## src/rtl/dmem_responder_pkg.sv

```systemverilog
// Shared types and constants for the data-memory responder.
// Imported by the responder top and its storage array.
package dmem_responder_pkg;

  localparam int DATA_W = 32;

  typedef enum logic [1:0] {
    IDLE = 2'b00,
    WAIT = 2'b01,
    RESP = 2'b10
  } state_t;

  localparam logic LOAD  = 1'b0;
  localparam logic STORE = 1'b1;

endpackage

```

## src/rtl/dmem_responder_array.sv

```systemverilog
// Synchronous single-port word array with registered read data.
// Storage is never reset; only the read register is.
module dmem_array
  import dmem_responder_pkg::*;
#(
  parameter int DEPTH = 32,
  parameter int IDX_W = 5
) (
  input  logic              clk_i,
  input  logic              rst_i,
  input  logic              we_i,
  input  logic              re_i,
  input  logic              zero_i,
  input  logic [IDX_W-1:0]  idx_i,
  input  logic [DATA_W-1:0] wdata_i,
  output logic [DATA_W-1:0] rdata_o
);

  logic [DATA_W-1:0] mem [DEPTH];

  always_ff @(posedge clk_i) begin
    if (we_i) mem[idx_i] <= wdata_i;
  end

  // zero_i masks the read of an out-of-range index
  always_ff @(posedge clk_i or negedge rst_i) begin
    if (!rst_i) begin
      rdata_o <= '0;
    end else if (re_i) begin
      rdata_o <= zero_i ? '0 : mem[idx_i];
    end
  end

endmodule

```

## src/rtl/dmem_responder.sv

```systemverilog
// Multi-cycle data-memory slave: accepts one request, waits
// LATENCY cycles, then pulses ack with read data and error flag.
module dmem_responder
  import dmem_responder_pkg::*;
#(
  parameter int          DEPTH_WORDS = 32,
  parameter int          LATENCY     = 4,
  parameter logic [31:0] BASE_ADDR   = 32'h0
) (
  input  logic              clk_i,
  input  logic              rst_i,
  input  logic              req_i,
  input  logic              we_i,
  input  logic [31:0]       addr_i,
  input  logic [DATA_W-1:0] wdata_i,
  output logic              ready_o,
  output logic              busy_o,
  output logic              ack_o,
  output logic [DATA_W-1:0] rdata_o,
  output logic              err_o
);

  localparam int IDX_W =
    (DEPTH_WORDS > 1) ? $clog2(DEPTH_WORDS) : 1;

  if (LATENCY < 1 || LATENCY > 15) begin : g_lat_chk
    $error("dmem_responder: LATENCY must be 1..15");
  end

  state_t            state_q, state_d;
  logic [3:0]        cnt_q, cnt_d;
  logic              accept;
  logic              we_q;
  logic [31:0]       addr_q;
  logic [DATA_W-1:0] wdata_q;

  always_comb begin
    state_d = state_q;
    cnt_d   = cnt_q;
    accept  = 1'b0;
    unique case (state_q)
      IDLE: begin
        if (req_i) begin
          accept = 1'b1;
          if (LATENCY == 1) begin
            state_d = RESP;
          end else begin
            state_d = WAIT;
            cnt_d   = 4'(LATENCY - 1);
          end
        end
      end
      WAIT: begin
        cnt_d = cnt_q - 4'd1;
        if (cnt_q == 4'd1) state_d = RESP;
      end
      RESP: state_d = IDLE;
      default: state_d = IDLE;
    endcase
  end

  always_ff @(posedge clk_i or negedge rst_i) begin
    if (!rst_i) begin
      state_q <= IDLE;
      cnt_q   <= '0;
      we_q    <= LOAD;
      addr_q  <= '0;
      wdata_q <= '0;
    end else begin
      state_q <= state_d;
      cnt_q   <= cnt_d;
      if (accept) begin
        we_q    <= we_i;
        addr_q  <= addr_i;
        wdata_q <= wdata_i;
      end
    end
  end

  // With LATENCY 1, RESP is entered on the accepting edge,
  // so the request must come straight from the inputs.
  logic              idle;
  logic              cur_we;
  logic [31:0]       cur_addr;
  logic [DATA_W-1:0] cur_wdata;

  assign idle      = (state_q == IDLE);
  assign cur_we    = idle ? we_i    : we_q;
  assign cur_addr  = idle ? addr_i  : addr_q;
  assign cur_wdata = idle ? wdata_i : wdata_q;

  logic        borrow;
  logic [31:0] off;
  logic [31:0] word;
  logic        bad;
  logic        enter_resp;

  assign {borrow, off} = {1'b0, cur_addr} - {1'b0, BASE_ADDR};
  assign word = off >> 2;
  assign bad  = (cur_addr[1:0] != 2'b00) || borrow ||
                (word >= 32'(DEPTH_WORDS));

  assign enter_resp = (state_d == RESP) && (state_q != RESP);

  dmem_array #(
    .DEPTH (DEPTH_WORDS),
    .IDX_W (IDX_W)
  ) u_array (
    .clk_i   (clk_i),
    .rst_i   (rst_i),
    .we_i    (enter_resp && (cur_we == STORE) && !bad),
    .re_i    (enter_resp && (cur_we == LOAD)),
    .zero_i  (bad),
    .idx_i   (IDX_W'(word)),
    .wdata_i (cur_wdata),
    .rdata_o (rdata_o)
  );

  assign ready_o = idle;
  assign busy_o  = !idle;
  assign ack_o   = (state_q == RESP);
  assign err_o   = ack_o && bad;

endmodule

```

## config.mk

```make
export PLATFORM = sky130hd
export DESIGN_NAME = dmem_responder
export DESIGN_NICKNAME = d
export VERILOG_FILES = /design/src/rtl/dmem_responder_pkg.sv /design/src/rtl/dmem_responder_array.sv /design/src/rtl/dmem_responder.sv
export SDC_FILE = /design/constraint.sdc
export NUM_CORES = 1
export LEC_CHECK = 0
export CORE_AREA = 2 2 243 304
export CTS_CLUSTER_SIZE = 25
export DETAILED_ROUTE_END_ITERATION = 8
export DIE_AREA = 0 0 245 306
export PLACE_DENSITY = 0.83
export SLEW_MARGIN = 20
export SYNTH_ARGS = -nofsm -noshare
export SYNTH_HDL_FRONTEND = slang
export SYNTH_HIERARCHICAL = 1
export SYNTH_SLANG_ARGS = --single-unit
```

## constraint.sdc

```tcl
create_clock -name clk_i -period 7 [get_ports clk_i]
set_input_delay 1.4 -clock clk_i [delete_from_list [all_inputs] [get_ports clk_i]]
set_output_delay 1.4 -clock clk_i [all_outputs]
set_load 0.1 [all_outputs]
```

Word-level counts from Yosys, hierarchy flattened
Memory sizes are Yosys's and may differ from the RTL's.
Cells that the tools add are included.
- logic and storage cells: 41
- output and inout bits: 36
- flip-flop bits (word level): 103
- memories: 1
- bits in writable memories: 1024
- memories (memory ; words ; width ; read ports ; clocked after Yosys merged registers in ; write ports ; line ; text):
    u_array.mem ; 32 ; 32 ; 1 ; 0 ; 1 ; dmem_responder_array.sv:19 ; logic [DATA_W-1:0] mem [DEPTH];
- magnitude comparators: 1
- add/sub/neg operators: 1
- mux-type cells: 13
- reduce and logical (&&, ||, !) cells: 12
- bitwise operators: 1
- eq/ne operators: 6
- operator list (cell ; number):
    2-to-1 mux 32 bit ; 3
    >= comparator 30 x 6 -> 1 bit, second input constant ; 1
    one-hot mux 4 bit (2 select lines) ; 1
    logical AND 1 bit ; 5
    2-to-1 mux 1 bit ; 5
    equality test 2 bit, second input constant ; 2
    equality test 4 x 1 -> 1 bit, second input constant ; 1
    2-to-1 mux 2 bit ; 2
    2-to-1 mux 4 bit ; 1
    inequality test 2 bit, second input constant ; 2
    one-hot mux 2 bit (2 select lines) ; 1
    nonzero test 2 bit ; 2
    subtractor 4 x 1 -> 4 bit, second input constant ; 1
    equality test 2 x 1 -> 1 bit, second input constant ; 1
    zero test 1 bit ; 2
    zero test 2 bit ; 1
    AND reduction 2 bit ; 1
    logical OR 1 bit ; 1
    NOT 1 bit ; 1

Longest topological paths before layout
- word-level depth: 9
- gate-level depth with buffers: 13
- depth with buffers taken out: 8

Cells and area by module
Netlist, hierarchy kept.
- modules (own cells, without submodules) (module ; cells each ; area each (µm²) ; times used):
    dmem_array ; 2147 ; 40191.0 ; 1
    dmem_responder ; 375 ; 3377.0 ; 1

Worst setup path before layout
OpenSTA, ideal clock, no wires.
- path type: input -> register
- start point: input addr_i[3]
- end point: memory u_array.mem[24][0], enable pin
- arrival time: 4.964 ns
- cell stages on the path: 7
- slack: 1.575 ns
- buffers on the path: 4
- path through: mux2_2 -> buf_2 -> buf_2 -> buf_2 -> or3b_2 -> clkbuf_1 -> nor3_1
- word-level cells in the longest chain between the ends: 7
- RTL lines (element ; line ; text):
    start: declaration ; dmem_responder.sv:14 ; input logic [31:0] addr_i,
    2-to-1 mux 32 bit (*) ; dmem_responder.sv:89 ; assign cur_addr = idle ? addr_i : addr_q;
    >= comparator 30 x 6 -> 1 bit ; dmem_responder.sv:101 ; (word >= 32'(DEPTH_WORDS));
    logical OR 1 bit ; dmem_responder.sv:100 ; assign bad = (cur_addr[1:0] != 2'b00) || borrow ||
    zero test 1 bit ; dmem_responder.sv:111 ; .we_i (enter_resp && (cur_we == STORE) && !bad),
    logical AND 1 bit ; dmem_responder.sv:111 ;
    2-to-1 mux 1 bit ; dmem_responder_array.sv:22 ; if (we_i) mem[idx_i] <= wdata_i;
    2-to-1 mux 1 bit (implied by the code) ; dmem_responder_array.sv:22 ;
    end: declaration ; dmem_responder_array.sv:19 ;
Mark *: on every way between the ends. The rest lies on a longest branch, timed or not.

Worst setup path in the final report
- start point: input addr_i[25]
- end point: output err_o
- word-level cells in the longest chain between the ends: 4
- RTL lines (element ; line ; text):
    2-to-1 mux 32 bit ; dmem_responder.sv:89 ;
    >= comparator 30 x 6 -> 1 bit ; dmem_responder.sv:101 ;
    logical OR 1 bit ; dmem_responder.sv:100 ;
    logical AND 1 bit ; dmem_responder.sv:122 ; assign err_o = ack_o && bad;
    end: declaration ; dmem_responder.sv:20 ; output logic err_o
Every way passes these cells.

==> results.txt <==
----------------------------------------------------
[Critical path]
  Worst EP arrival ... 3.88 ns
  Terminus of the critical flop-to-flop path ... u_array/rdata_o[16]
  CP max stage delay ... 0.97 ns
  Beginning of the worst register-to-register path ... state_q[1]
  Critical Path Sink Type ... output port
  Worst Reg-to-Reg Cells ... 9
  Peak fanout along the critical path ... 2
  Kind of cell adding the most delay to the critical path ... buffers and inverters
  Master of the slowest instance on the critical path ... sky130_fd_sc_hd__clkdlybuf4s50_1
  Worst-case register-to-register setup slack ... 2.21 ns
  CP startpoint kind ... input port
  Data required time of the worst path ... 5.60 ns
  Series of cell instances along the critical path ... clkdlybuf4s50_1, nor4_1, nand4_1, a21oi_1, nor2b_1, clkdlybuf4s50_1
  Start-to-end type of the worst setup path ... input port to output port
  Most used cell, CP ... sky130_fd_sc_hd__clkdlybuf4s50_1
  CP bufs+invs ... 2

[STA]
  Final-report max-slew violation count ... 0
  RSZ-0062 raised after global routing ... false
  Final Hold Vio Count ... 0
  Post-layout min period ... 5.28 ns
  Achievable frequency ... around 0.19 GHz
  Worst hold slack ... 0.477 ns
  Final clock skew ... about 0.042 ns
  Relative slew slack ... 0.191
  Final critical-path share of the clock period ... 0.755
  Worst setup slack after layout ... around 1.7 ns
  Final setup fails ... 0
  Setup TNS ... 0 ns
  Slew @ Worst Pin ... 1.21 ns

[Synth]
  Net count after synthesis ... approximately 2600
  Post-synthesis cell type with the largest combined area ... sky130_fd_sc_hd__edfxtp_1
  Post-synth top area share ... 0.706
  Cell count after synthesis ... 2522
  Synthesized area ... roughly 44000 um^2
  Distinct cell type count of the synthesized netlist ... between 40 and 50
  Number of synthesized flops with an enable pin ... 1024
  Most area-consuming cells after synthesis ... sky130_fd_sc_hd__edfxtp_1 (71%), sky130_fd_sc_hd__mux2i_1 (12%), sky130_fd_sc_hd__dfrtp_1 (5.9%), sky130_fd_sc_hd__o22ai_1 (3.7%), sky130_fd_sc_hd__nand2_1 (1.7%)
  Primary flip-flop cell chosen by synthesis mapping ... sky130_fd_sc_hd__edfxtp_1
  Number of synthesized register bits ... 1127
  Post-synth ARST share ... 0.0914
  Yosys warns ... 6
  Sequential-to-total area share from yosys stat ... 0.765
  Synthesized area per cell ... ~17 um^2

[Place]
  Cell total after placement ... approximately 3500
  Worst slack after detailed placement ... roughly 1.7 ns
  Cell Area, Placed ... around 46000 um^2
  Count of input and output buffers ... 103
  Routability Congestion ... roughly 0.84
  Half-perimeter wire length after placement ... 61800 um

[CTS]
  Number of buffers added to fix hold violations after cts ... 0
  CTS HTree Levels ... 3
  Clock network latency to the later pin of the worst-skew pair ... slightly below 0.7 ns
  Buffers inserted by post-CTS timing repair ... 0
  TritonCTS clock tree ... done
  Clock transition at the registers of the reported paths ... 0.06 ns
  CTS sink count ... 1127
  Total clock buffers created by CTS ... 96
  Resize count post-CTS ... 0
  Number of buffers on the longest clock path ... 3
  Master cell of the clock root buffer ... sky130_fd_sc_hd__clkbuf_16

[Cells and area]
  Share of post-route cells with drive strength above 1 ... 0.105
  Final Util ... 0.683
  Filler cell count in the final layout ... 4272
  Area of the multi-input gates ... 9640 um^2
  FF+latch area ... 33300 um^2
  Final instance area ... 49100 um^2
  Area grow syn2layout ... 12.8%
  Cell Count, Final, Fillers Out ... around 3700
  NumNets Final ... roughly 2700

[Global route]
  Global-route wire length before repair ... 157000 um
  Overall Global Routing Usage ... 0.285
  Number of global-route vias before repair ... 24702
  Total gr overflow ... 0
  Largest net degree at the start of global routing ... between 100 and 150
  Number of antenna violations at the first check in global routing ... 1

[Floorplan]
  I/O Pins ... 104
  Standard-cell row count ... 110
  Die Outline Area ... 75000 um^2
  Effective utilization at floorplan ... 0.605
  Floorplan die height ... a little over 300 um
  Core Region ... 72000 um^2
  Horiz. Die Dim ... 245 um

[Hold path]
  Destination of the worst hold path ... wdata_q[15]
  Type of the worst min-delay path ... register to register
  Worst min-delay path startpoint ... wdata_q[15]
  Count of cells along the worst hold path ... 2

[Detailed routing]
  Via Count ... 24606
  Remaining routing DRC violations ... 0
  Routed vias/inst ... roughly 6.7
  DRT Wirelength ... 108000 um
  DR WL/cell ... 29.5 um
  Number of nets with antenna violations after routing ... 0
  Violation count after the first detailed-route iteration ... 3154
  Total iterations of the first detailed-routing run ... 6

[Pwr]
  Leakage power ... 17.3 nW
  Maximum vdd ir drop ... 0.909 mV
  Total power of the final layout ... 21.2 mW
  Power per cell area ... around 430 nW/um^2

[Run]
  Max Cap Viol ... 0

[Status]
  Status ... finished, final reports clean

----------------------------------------------------
## cell usage after synthesis, types with 2 or more instances
library cell and number:
sky130_fd_sc_hd__nand4_1 5, sky130_fd_sc_hd__or4b_1 3, sky130_fd_sc_hd__o22ai_1 256, sky130_fd_sc_hd__buf_2 93
sky130_fd_sc_hd__nand4b_1 4, sky130_fd_sc_hd__and2_1 2, sky130_fd_sc_hd__nand2b_1 2, sky130_fd_sc_hd__buf_8 3
sky130_fd_sc_hd__o21ai_0 4, sky130_fd_sc_hd__ha_1 2, sky130_fd_sc_hd__edfxtp_1 1024, sky130_fd_sc_hd__nor4_1 76
sky130_fd_sc_hd__mux2_2 37, sky130_fd_sc_hd__nor2b_1 3, sky130_fd_sc_hd__or3b_2 3, sky130_fd_sc_hd__nor3_1 7
sky130_fd_sc_hd__a21o_1 32, sky130_fd_sc_hd__buf_4 8, sky130_fd_sc_hd__nor2_1 31, sky130_fd_sc_hd__nand2_1 201
sky130_fd_sc_hd__inv_1 3, sky130_fd_sc_hd__nand3b_1 4, sky130_fd_sc_hd__dfrtp_1 103, sky130_fd_sc_hd__clkbuf_1 30
sky130_fd_sc_hd__a21oi_1 34, sky130_fd_sc_hd__buf_6 16, sky130_fd_sc_hd__mux2i_1 513, sky130_fd_sc_hd__nand3_1 4
sky130_fd_sc_hd__or4_1 2, sky130_fd_sc_hd__nand4bb_1 6
## state kept, by name, indices dropped and copies added, names as in the netlist
| register | count |
|---|---|
| u_array/mem | 1024 |
| addr_q | 32 |
| u_array/rdata_o | 32 |
| wdata_q | 32 |
| cnt_q | 4 |
| state_q | 2 |
| we_q | 1 |
## worst max-delay path by stage
stage	startpoint	to	slack [ns]	depth (start not counted)
2_1_floorplan	addr_i[3]	u_array/mem[24][0]	1.58	7
3_3_place_gp	addr_i[25]	err_o	1.61	6
3_5_place_dp	addr_i[25]	u_array/mem[19][29]	1.69	7
4_1_cts	addr_i[25]	err_o	1.69	6
5_1_grt	addr_i[25]	err_o	1.67	6
6_report	addr_i[25]	err_o	1.72	6
## final cells by class
| class | count | share of cell area |
|---|---|---|
| multi-input combinational | 1239 | 0.196 |
| antenna | 1 | 0.0000509 |
| tap | 952 | 0.0242 |
| clock buffer | 135 | 0.0540 |
| timing repair buffer | 161 | 0.0367 |
| sequential | 1127 | 0.678 |
| inverter | 4 | 0.000357 |
| clock inverter | 42 | 0.0101 |
## worst reg2reg max path, cell delays in order, from the launching register on
cell and delay [ns]:
sky130_fd_sc_hd__dfrtp_1 0.42, sky130_fd_sc_hd__or2_1 0.37, sky130_fd_sc_hd__inv_4 0.59, sky130_fd_sc_hd__mux2_2 0.66, sky130_fd_sc_hd__nand4b_1 0.94, sky130_fd_sc_hd__buf_4 0.35
sky130_fd_sc_hd__o22ai_1 0.19, sky130_fd_sc_hd__nor4_1 0.80, sky130_fd_sc_hd__a21oi_1 0.15, sky130_fd_sc_hd__a21o_1 0.19
## layer usage
metal,global-route usage,up-vias,wire (um)
met5,0,-,13
met4,0.123,2,3950
met3,0.0625,298,12300
met2,0.467,1853,53300
met1,0.370,12294,38500
li1,-,10159,-
## cell usage in the layout (no fill, tap or decap), types with 2 or more instances in the layout
master / instances
sky130_fd_sc_hd__inv_1: 3
sky130_fd_sc_hd__nor2_4: 28
sky130_fd_sc_hd__clkdlybuf4s50_1: 102
sky130_fd_sc_hd__clkinvlp_4: 3
sky130_fd_sc_hd__nor3_2: 4
sky130_fd_sc_hd__nor2_1: 3
sky130_fd_sc_hd__o21ai_0: 4
sky130_fd_sc_hd__edfxtp_1: 1024
sky130_fd_sc_hd__dfrtp_1: 103
sky130_fd_sc_hd__nand2_1: 201
sky130_fd_sc_hd__nand4_1: 5
sky130_fd_sc_hd__nand3_1: 4
sky130_fd_sc_hd__mux2_2: 36
sky130_fd_sc_hd__buf_12: 8
sky130_fd_sc_hd__nor3_1: 3
sky130_fd_sc_hd__or3b_2: 3
sky130_fd_sc_hd__inv_6: 3
sky130_fd_sc_hd__clkbuf_16: 99
sky130_fd_sc_hd__nand3b_1: 4
sky130_fd_sc_hd__ha_1: 2
sky130_fd_sc_hd__clkbuf_1: 32
sky130_fd_sc_hd__nand4b_1: 4
sky130_fd_sc_hd__bufinv_16: 11
sky130_fd_sc_hd__nor2b_1: 3
sky130_fd_sc_hd__a21oi_1: 34
sky130_fd_sc_hd__nor4_1: 76
sky130_fd_sc_hd__buf_4: 39
sky130_fd_sc_hd__mux2i_1: 513
sky130_fd_sc_hd__nand4bb_2: 6
sky130_fd_sc_hd__clkinv_2: 16
sky130_fd_sc_hd__or4b_2: 3
sky130_fd_sc_hd__clkbuf_8: 4
sky130_fd_sc_hd__buf_16: 12
sky130_fd_sc_hd__clkinv_1: 8
sky130_fd_sc_hd__a21o_1: 32
sky130_fd_sc_hd__o22ai_1: 256
## power breakdown
| group | leakage, nW | switching [mW] | internal [mW] |
|---|---|---|---|
| Clock | 1.54 | 2.32 | 3.05 |
| Combinational | 5.20 | 4.83 | 2.04 |
| Sequential | 10.6 | 0.181 | 8.74 |
| Total | 17.3 | 7.33 | 13.8 |
## logic make-up (layout without fill, tap and decap cells)
logic type / count (synthesis) / count (layout) / share of synthesized area
flip-flops: 1127 / 1127 / 0.765
buffers and inverters: 156 / 342 / 0.0204
multiplexers: 550 / 550 / 0.127
adder cells (fa/ha/maj): 2 / 2 / 0.000574
other: 0 / 1 / 0
AND/OR/NAND/NOR: 360 / 360 / 0.0399
AO/OA/AOI/OAI: 327 / 327 / 0.0468
Power figures use the tool's default switching activity.
